--- src/rtl/comb_lock_pkg.sv ---
// Shared types and default-build constants for the parametrised combination lock.
package comb_lock_pkg;

  typedef enum logic [2:0] {
    StIdle,
    StEntry,
    StOpen,
    StProgram,
    StLocked
  } state_e;

  localparam int unsigned DefDigitW     = 4;
  localparam int unsigned DefCodeLen    = 4;
  localparam int unsigned DefMaxTries   = 3;
  localparam int unsigned DefLockCycles = 22;

  // First digit lives in the most significant slice.
  localparam logic [DefDigitW*DefCodeLen-1:0] DefaultCode = {4'd1, 4'd5, 4'd3, 4'd7};

  // Bits needed to hold any value in 0..max_val.
  function automatic int unsigned cnt_width(input int unsigned max_val);
    return (max_val < 1) ? 1 : $clog2(max_val + 1);
  endfunction

  localparam int unsigned FailCntW = cnt_width(DefMaxTries);
  localparam int unsigned LockCntW = cnt_width(DefLockCycles);

endpackage

--- src/rtl/comb_lock_param_lock_timer.sv ---
// Lockout down-counter: loads CYCLES on start, active while non-zero, expired on the last cycle.
module lock_timer
  import comb_lock_pkg::*;
#(
  parameter int unsigned CYCLES = DefLockCycles
) (
  input  logic clk,
  input  logic rst,
  input  logic start,
  output logic active,
  output logic expired
);

  localparam int unsigned CntW = cnt_width(CYCLES);

  logic [CntW-1:0] cnt_q;

  always_ff @(posedge clk or posedge rst) begin
    if (rst) begin
      cnt_q <= '0;
    end else if (start) begin
      cnt_q <= CntW'(CYCLES);
    end else if (cnt_q != '0) begin
      cnt_q <= cnt_q - 1'b1;
    end
  end

  assign active  = (cnt_q != '0);
  assign expired = (cnt_q == CntW'(1));

endmodule

--- src/rtl/comb_lock_param.sv ---
// Parametrised combination lock with strobed digit entry, attempt lockout and code reprogramming.
module comb_lock_param
  import comb_lock_pkg::*;
#(
  parameter int unsigned DIGIT_W     = DefDigitW,
  parameter int unsigned CODE_LEN    = DefCodeLen,
  parameter int unsigned MAX_TRIES   = DefMaxTries,
  parameter int unsigned LOCK_CYCLES = DefLockCycles,
  parameter logic [DIGIT_W*CODE_LEN-1:0] DEFAULT_CODE = DefaultCode,
  localparam int unsigned FailW = cnt_width(MAX_TRIES)
) (
  input  logic               clk,
  input  logic               rst,
  input  logic               enter_button,
  input  logic               digit_valid,
  input  logic [DIGIT_W-1:0] digit,
  input  logic               prog_req,
  output logic               grant,
  output logic               deny,
  output logic               lock,
  output logic               prog_done,
  output logic               busy,
  output logic [FailW-1:0]   fail_count
);

  localparam int unsigned CodeW = DIGIT_W * CODE_LEN;
  localparam int unsigned IdxW  = (CODE_LEN > 1) ? $clog2(CODE_LEN) : 1;
  localparam logic [IdxW-1:0]  LastIdx = IdxW'(CODE_LEN - 1);
  localparam logic [FailW-1:0] FailMax = FailW'(MAX_TRIES);

  state_e             state_q;
  logic [IdxW-1:0]    idx_q;
  logic               mismatch_q;
  logic [CodeW-1:0]   code_q;
  logic [CodeW-1:0]   shadow_q;
  logic [CodeW-1:0]   shadow_d;
  logic [FailW-1:0]   fail_q;
  logic               grant_q;
  logic               deny_q;
  logic               prog_done_q;

  logic [DIGIT_W-1:0] cur_digit;
  logic [FailW-1:0]   fail_inc;
  logic               last_digit;
  logic               mismatch_d;
  logic               lock_start;
  logic               timer_active;
  logic               timer_expired;

  // Select the stored digit at the current index and merge the incoming digit into the shadow.
  always_comb begin
    cur_digit = '0;
    shadow_d  = shadow_q;
    for (int i = 0; i < CODE_LEN; i++) begin
      if (idx_q == IdxW'(i)) begin
        cur_digit = code_q[(CODE_LEN-1-i)*DIGIT_W +: DIGIT_W];
        shadow_d[(CODE_LEN-1-i)*DIGIT_W +: DIGIT_W] = digit;
      end
    end
  end

  assign last_digit = (idx_q == LastIdx);
  assign mismatch_d = mismatch_q | (digit != cur_digit);
  assign fail_inc   = (fail_q == FailMax) ? fail_q : fail_q + 1'b1;
  assign lock_start = (state_q == StEntry) && !enter_button && digit_valid && last_digit &&
                      mismatch_d && (fail_inc == FailMax);

  lock_timer #(
    .CYCLES (LOCK_CYCLES)
  ) u_lock_timer (
    .clk     (clk),
    .rst     (rst),
    .start   (lock_start),
    .active  (timer_active),
    .expired (timer_expired)
  );

  always_ff @(posedge clk or posedge rst) begin
    if (rst) begin
      state_q     <= StIdle;
      idx_q       <= '0;
      mismatch_q  <= 1'b0;
      code_q      <= DEFAULT_CODE;
      shadow_q    <= '0;
      fail_q      <= '0;
      grant_q     <= 1'b0;
      deny_q      <= 1'b0;
      prog_done_q <= 1'b0;
    end else begin
      grant_q     <= 1'b0;
      deny_q      <= 1'b0;
      prog_done_q <= 1'b0;
      unique case (state_q)
        StIdle: begin
          if (enter_button) begin
            state_q    <= StEntry;
            idx_q      <= '0;
            mismatch_q <= 1'b0;
          end
        end
        StEntry: begin
          // A restart takes priority over a digit presented in the same cycle.
          if (enter_button) begin
            idx_q      <= '0;
            mismatch_q <= 1'b0;
          end else if (digit_valid) begin
            if (last_digit) begin
              idx_q      <= '0;
              mismatch_q <= 1'b0;
              if (!mismatch_d) begin
                grant_q <= 1'b1;
                fail_q  <= '0;
                state_q <= StOpen;
              end else begin
                deny_q  <= 1'b1;
                fail_q  <= fail_inc;
                state_q <= (fail_inc == FailMax) ? StLocked : StIdle;
              end
            end else begin
              idx_q      <= idx_q + 1'b1;
              mismatch_q <= mismatch_d;
            end
          end
        end
        StOpen: begin
          idx_q   <= '0;
          state_q <= prog_req ? StProgram : StIdle;
        end
        StProgram: begin
          if (enter_button) begin
            idx_q   <= '0;
            state_q <= StIdle;
          end else if (digit_valid) begin
            shadow_q <= shadow_d;
            if (last_digit) begin
              code_q      <= shadow_d;
              prog_done_q <= 1'b1;
              idx_q       <= '0;
              state_q     <= StIdle;
            end else begin
              idx_q <= idx_q + 1'b1;
            end
          end
        end
        StLocked: begin
          if (timer_expired) begin
            fail_q  <= '0;
            state_q <= StIdle;
          end
        end
        default: state_q <= StIdle;
      endcase
    end
  end

  assign grant      = grant_q;
  assign deny       = deny_q;
  assign lock       = timer_active;
  assign prog_done  = prog_done_q;
  assign busy       = (state_q == StEntry) || (state_q == StProgram);
  assign fail_count = fail_q;

endmodule

--- config.mk ---
export PLATFORM = sky130hd
export DESIGN_NAME = comb_lock_param
export DESIGN_NICKNAME = d
export VERILOG_FILES = /design/src/rtl/comb_lock_pkg.sv /design/src/rtl/comb_lock_param_lock_timer.sv /design/src/rtl/comb_lock_param.sv
export SDC_FILE = /design/constraint.sdc
export NUM_CORES = 1
export LEC_CHECK = 0
export ABC_AREA = 1
export CORE_MARGIN = 2
export CORE_UTILIZATION = 35
export CTS_CLUSTER_SIZE = 8
export DETAILED_ROUTE_END_ITERATION = 10
export PLACE_DENSITY = 0.5
export SYNTH_ARGS = -nofsm -noshare
export SYNTH_HDL_FRONTEND = slang
export SYNTH_HIERARCHICAL = 1
export SYNTH_SLANG_ARGS = --single-unit
--- constraint.sdc ---
create_clock -name clk -period 3.3 [get_ports clk]
set_input_delay 0.33 -clock clk [delete_from_list [all_inputs] [get_ports clk]]
set_output_delay 0.33 -clock clk [all_outputs]
set_load 0.02 [all_outputs]
==> results.toml <==
[power_and_ir_drop]
p_per_area_nw_per_um2 = 716.8
leakage_nw = 1.325
irDropWorstVdd_v = 0.0003368
p_total_w = 0.001890

[setup_path]
end_kind = "register"
critPathMaxFanout = 13
required_ns = 3.48
crit_arrival_ns = 2.53
r2r_end = "u_lock_timer/cnt_q[1]$_DFFE_PP0P_"
worstSetupEndpoint = "u_lock_timer/cnt_q[1]$_DFFE_PP0P_"
r2r_start = "idx_q[1]$_DFFE_PP0P_"
rrSetupSlack_ns = 0.95
ff2ff_path_depth = 15
crit_path_start = "idx_q[1]$_DFFE_PP0P_"
crit_type = "register to register"
startpoint_type = "register"

[logic_synthesis]
synth_cell_types = 24
ys_seq_elements = 44
synthesis.nets = 314
avgSynthCellArea_um2 = 7.834
ys_seq_area_frac = 0.4744
ys_warn_count = 6
synth_area_leaders = "dfrtp_1, nand2_1, dfstp_2, o21ai_0, inv_1"
synthCells = 299
syn-cell-area_um2 = 2342
synth_top_cell_area_share = 0.3846
yosysTopAreaCell = "dfrtp_1"

[timing]
drv_slew = 0
tns_ns = 0
rsz0062_at_grt = "no"
finalCritPeriodShare = 0.7110
hold_viol = 0
relSlewSlack = 0.5782
min_period_ns = 2.346
fin_skew_ns = 0.005763
setup_violations = 0
whs_ns = 0.2493
fmax_mhz = 426.2
tightestPinTransition_ns = 0.6306

[outcome]
status = "complete, no violations"

[floorplanning]
fp.dieH_um = 85.81
die-area_um2 = 7363
core_area_um2 = 6422
ios = 16
initial_core_util = 0.3647
placementRows = 29
die-width_um = 85.81

[placement]
portBuffers = 15
gp_congestion = 0.7991
place_area_um2 = 2544
dp_hpwl_um = 3359

[clock_network]
cts_root_buf = "clkbuf_8"
hold_buffers = 0
clk_latency_ns = 0.29
cts_post_setup_buffers_inserted = 0
htreeDepth = 2
cts_made_buffers = 5
cts_tree = "built"
post_cts_resized = 0
cts_sinks = 44
clockBufferDepth = 2
path_clk_slew_ns = 0.08

[routing]
final_antenna_net_count = 0
drtIter0Drc = 74
drc = 0
via_count = 1837
wl_per_cell_um = 11.92
viasPerCell = 4.686
first_pass_iters = 6
routed_wirelength_um = 4671

[final_layout]
nets = 329
insertedDiodeCount = 0
area_growth_pct = 12.55
drive_above_1_share = 0.07937
utilization = 0.4105
final_area_um2 = 2636

[grt]
grt_overflow = 0
grt_max_degree = 40
antenna_found_initial = 0
grt_pass1_vias = 1812
grt_pass1_wl_um = 8542
grtUsageTotal = 0.1469

[job]
max_cap_viol_count = 0

[hold_path]
min-delay-path-class = "input port to async pin"
cell type report:
class,instances,area [um2]
clock inverter,2,10.01
multi-input combinational,195,979.7
fill,687,3786
sequential,44,1111
timing repair buffer,17,165.2
inverter,51,191.4
clock buffer,6,82.58
tap,77,96.34
logic make-up (layout without fill, tap and decap cells):
kind of cell | Yosys count | after routing | synth area share
compound gates | 49 | 49 | 0.1052
fa+ha+maj | 6 | 6 | 0.03205
buf+inv | 60 | 76 | 0.1074
flops | 44 | 44 | 0.4744
mux | 8 | 8 | 0.03846
simple gates | 132 | 132 | 0.2425
worst min-delay path by stage:
stage                           start                                 to  cells after the start
2_1_floorplan                     rst  u_lock_timer/cnt_q[0]$_DFFE_PP0P_                      1
3_3_place_gp   mismatch_q$_DFFE_PP0P_             mismatch_q$_DFFE_PP0P_                      2
3_5_place_dp   code_q[14]$_DFFE_PP0P_             code_q[14]$_DFFE_PP0P_                      1
4_1_cts                           rst  u_lock_timer/cnt_q[0]$_DFFE_PP0P_                      2
5_1_grt                           rst  u_lock_timer/cnt_q[0]$_DFFE_PP0P_                      2
6_report                          rst  u_lock_timer/cnt_q[0]$_DFFE_PP0P_                      2
cells in the final DEF (no fill, tap or decap), drive strengths merged:
cell and n:
a21oi 9, dfrtp 36, ha 6, nand3 12, clkinv 2, clkbuf 6
nor3 4, nor2 20, a31oi 1, mux2 8, nand2 89, dfstp 8
clkdlybuf4s50 15, inv 51, buf 2, nand3b 3, nand4 4, o21ai 39
power by group:
group	total [W]	internal (W)	switching, W
combinational	0.000804	0.000286	0.000519
clock	0.000345	0.000167	0.000177
sequential	0.000741	0.000670	0.0000706
registers in the layout, summed over array words and instances, names as in the netlist:
| name | flops |
|---|---|
| idx_q | 2 |
| fail_count | 2 |
| deny | 1 |
| grant | 1 |
| state_q | 3 |
| mismatch_q | 1 |
| shadow_q | 12 |
| u_lock_timer/cnt_q | 5 |
| code_q | 16 |
| prog_done | 1 |
routing by layer:
metal  GRT usage  up-vias  share of wire
li1            -      960              -
met1      0.1929      843           0.47
met2      0.2464       29           0.48
met3     0.03176        5          0.041
met4     0.03896        0         0.0092
met5           0        -              0
worst max-delay path, cell delays in order, from the launching register on:
cell	delay (ns)
dfrtp_1	0.41
inv_1	0.10
ha_1	0.46
inv_1	0.17
nand2_1	0.10
nand3_1	0.06
nand2_1	0.08
nand2_1	0.05
nand2_1	0.05
nand2_1	0.05
nor2_1	0.20
nand2_1	0.14
nand2_2	0.12
nor2_1	0.07
inv_1	0.08
nand3_1	0.08
metrics by stage:
stage	cells	setup slack, ns
after floorplan	299	1.513
after global placement	384	1.025
after detailed placement	384	0.9815
after CTS	392	0.9494
after global routing	392	0.5785
final	392	0.9537
Yosys cell counts:
cell type and n:
nand3b_1 3, buf_4 4, clkbuf_1 1, mux2_1 8, a31oi_1 1, nor3_4 1, dfstp_2 8, nor2_2 2
nand2_1 88, o21ai_0 39, nor3_1 3, nor2_4 1, ha_1 6, nand3_1 11, nand3_2 1, buf_6 1
nand4_1 4, nand2_2 1, buf_2 3, inv_1 50, dfrtp_1 36, inv_2 1, a21oi_1 9, nor2_1 17
Note: power is estimated with default switching activity, not from simulation.
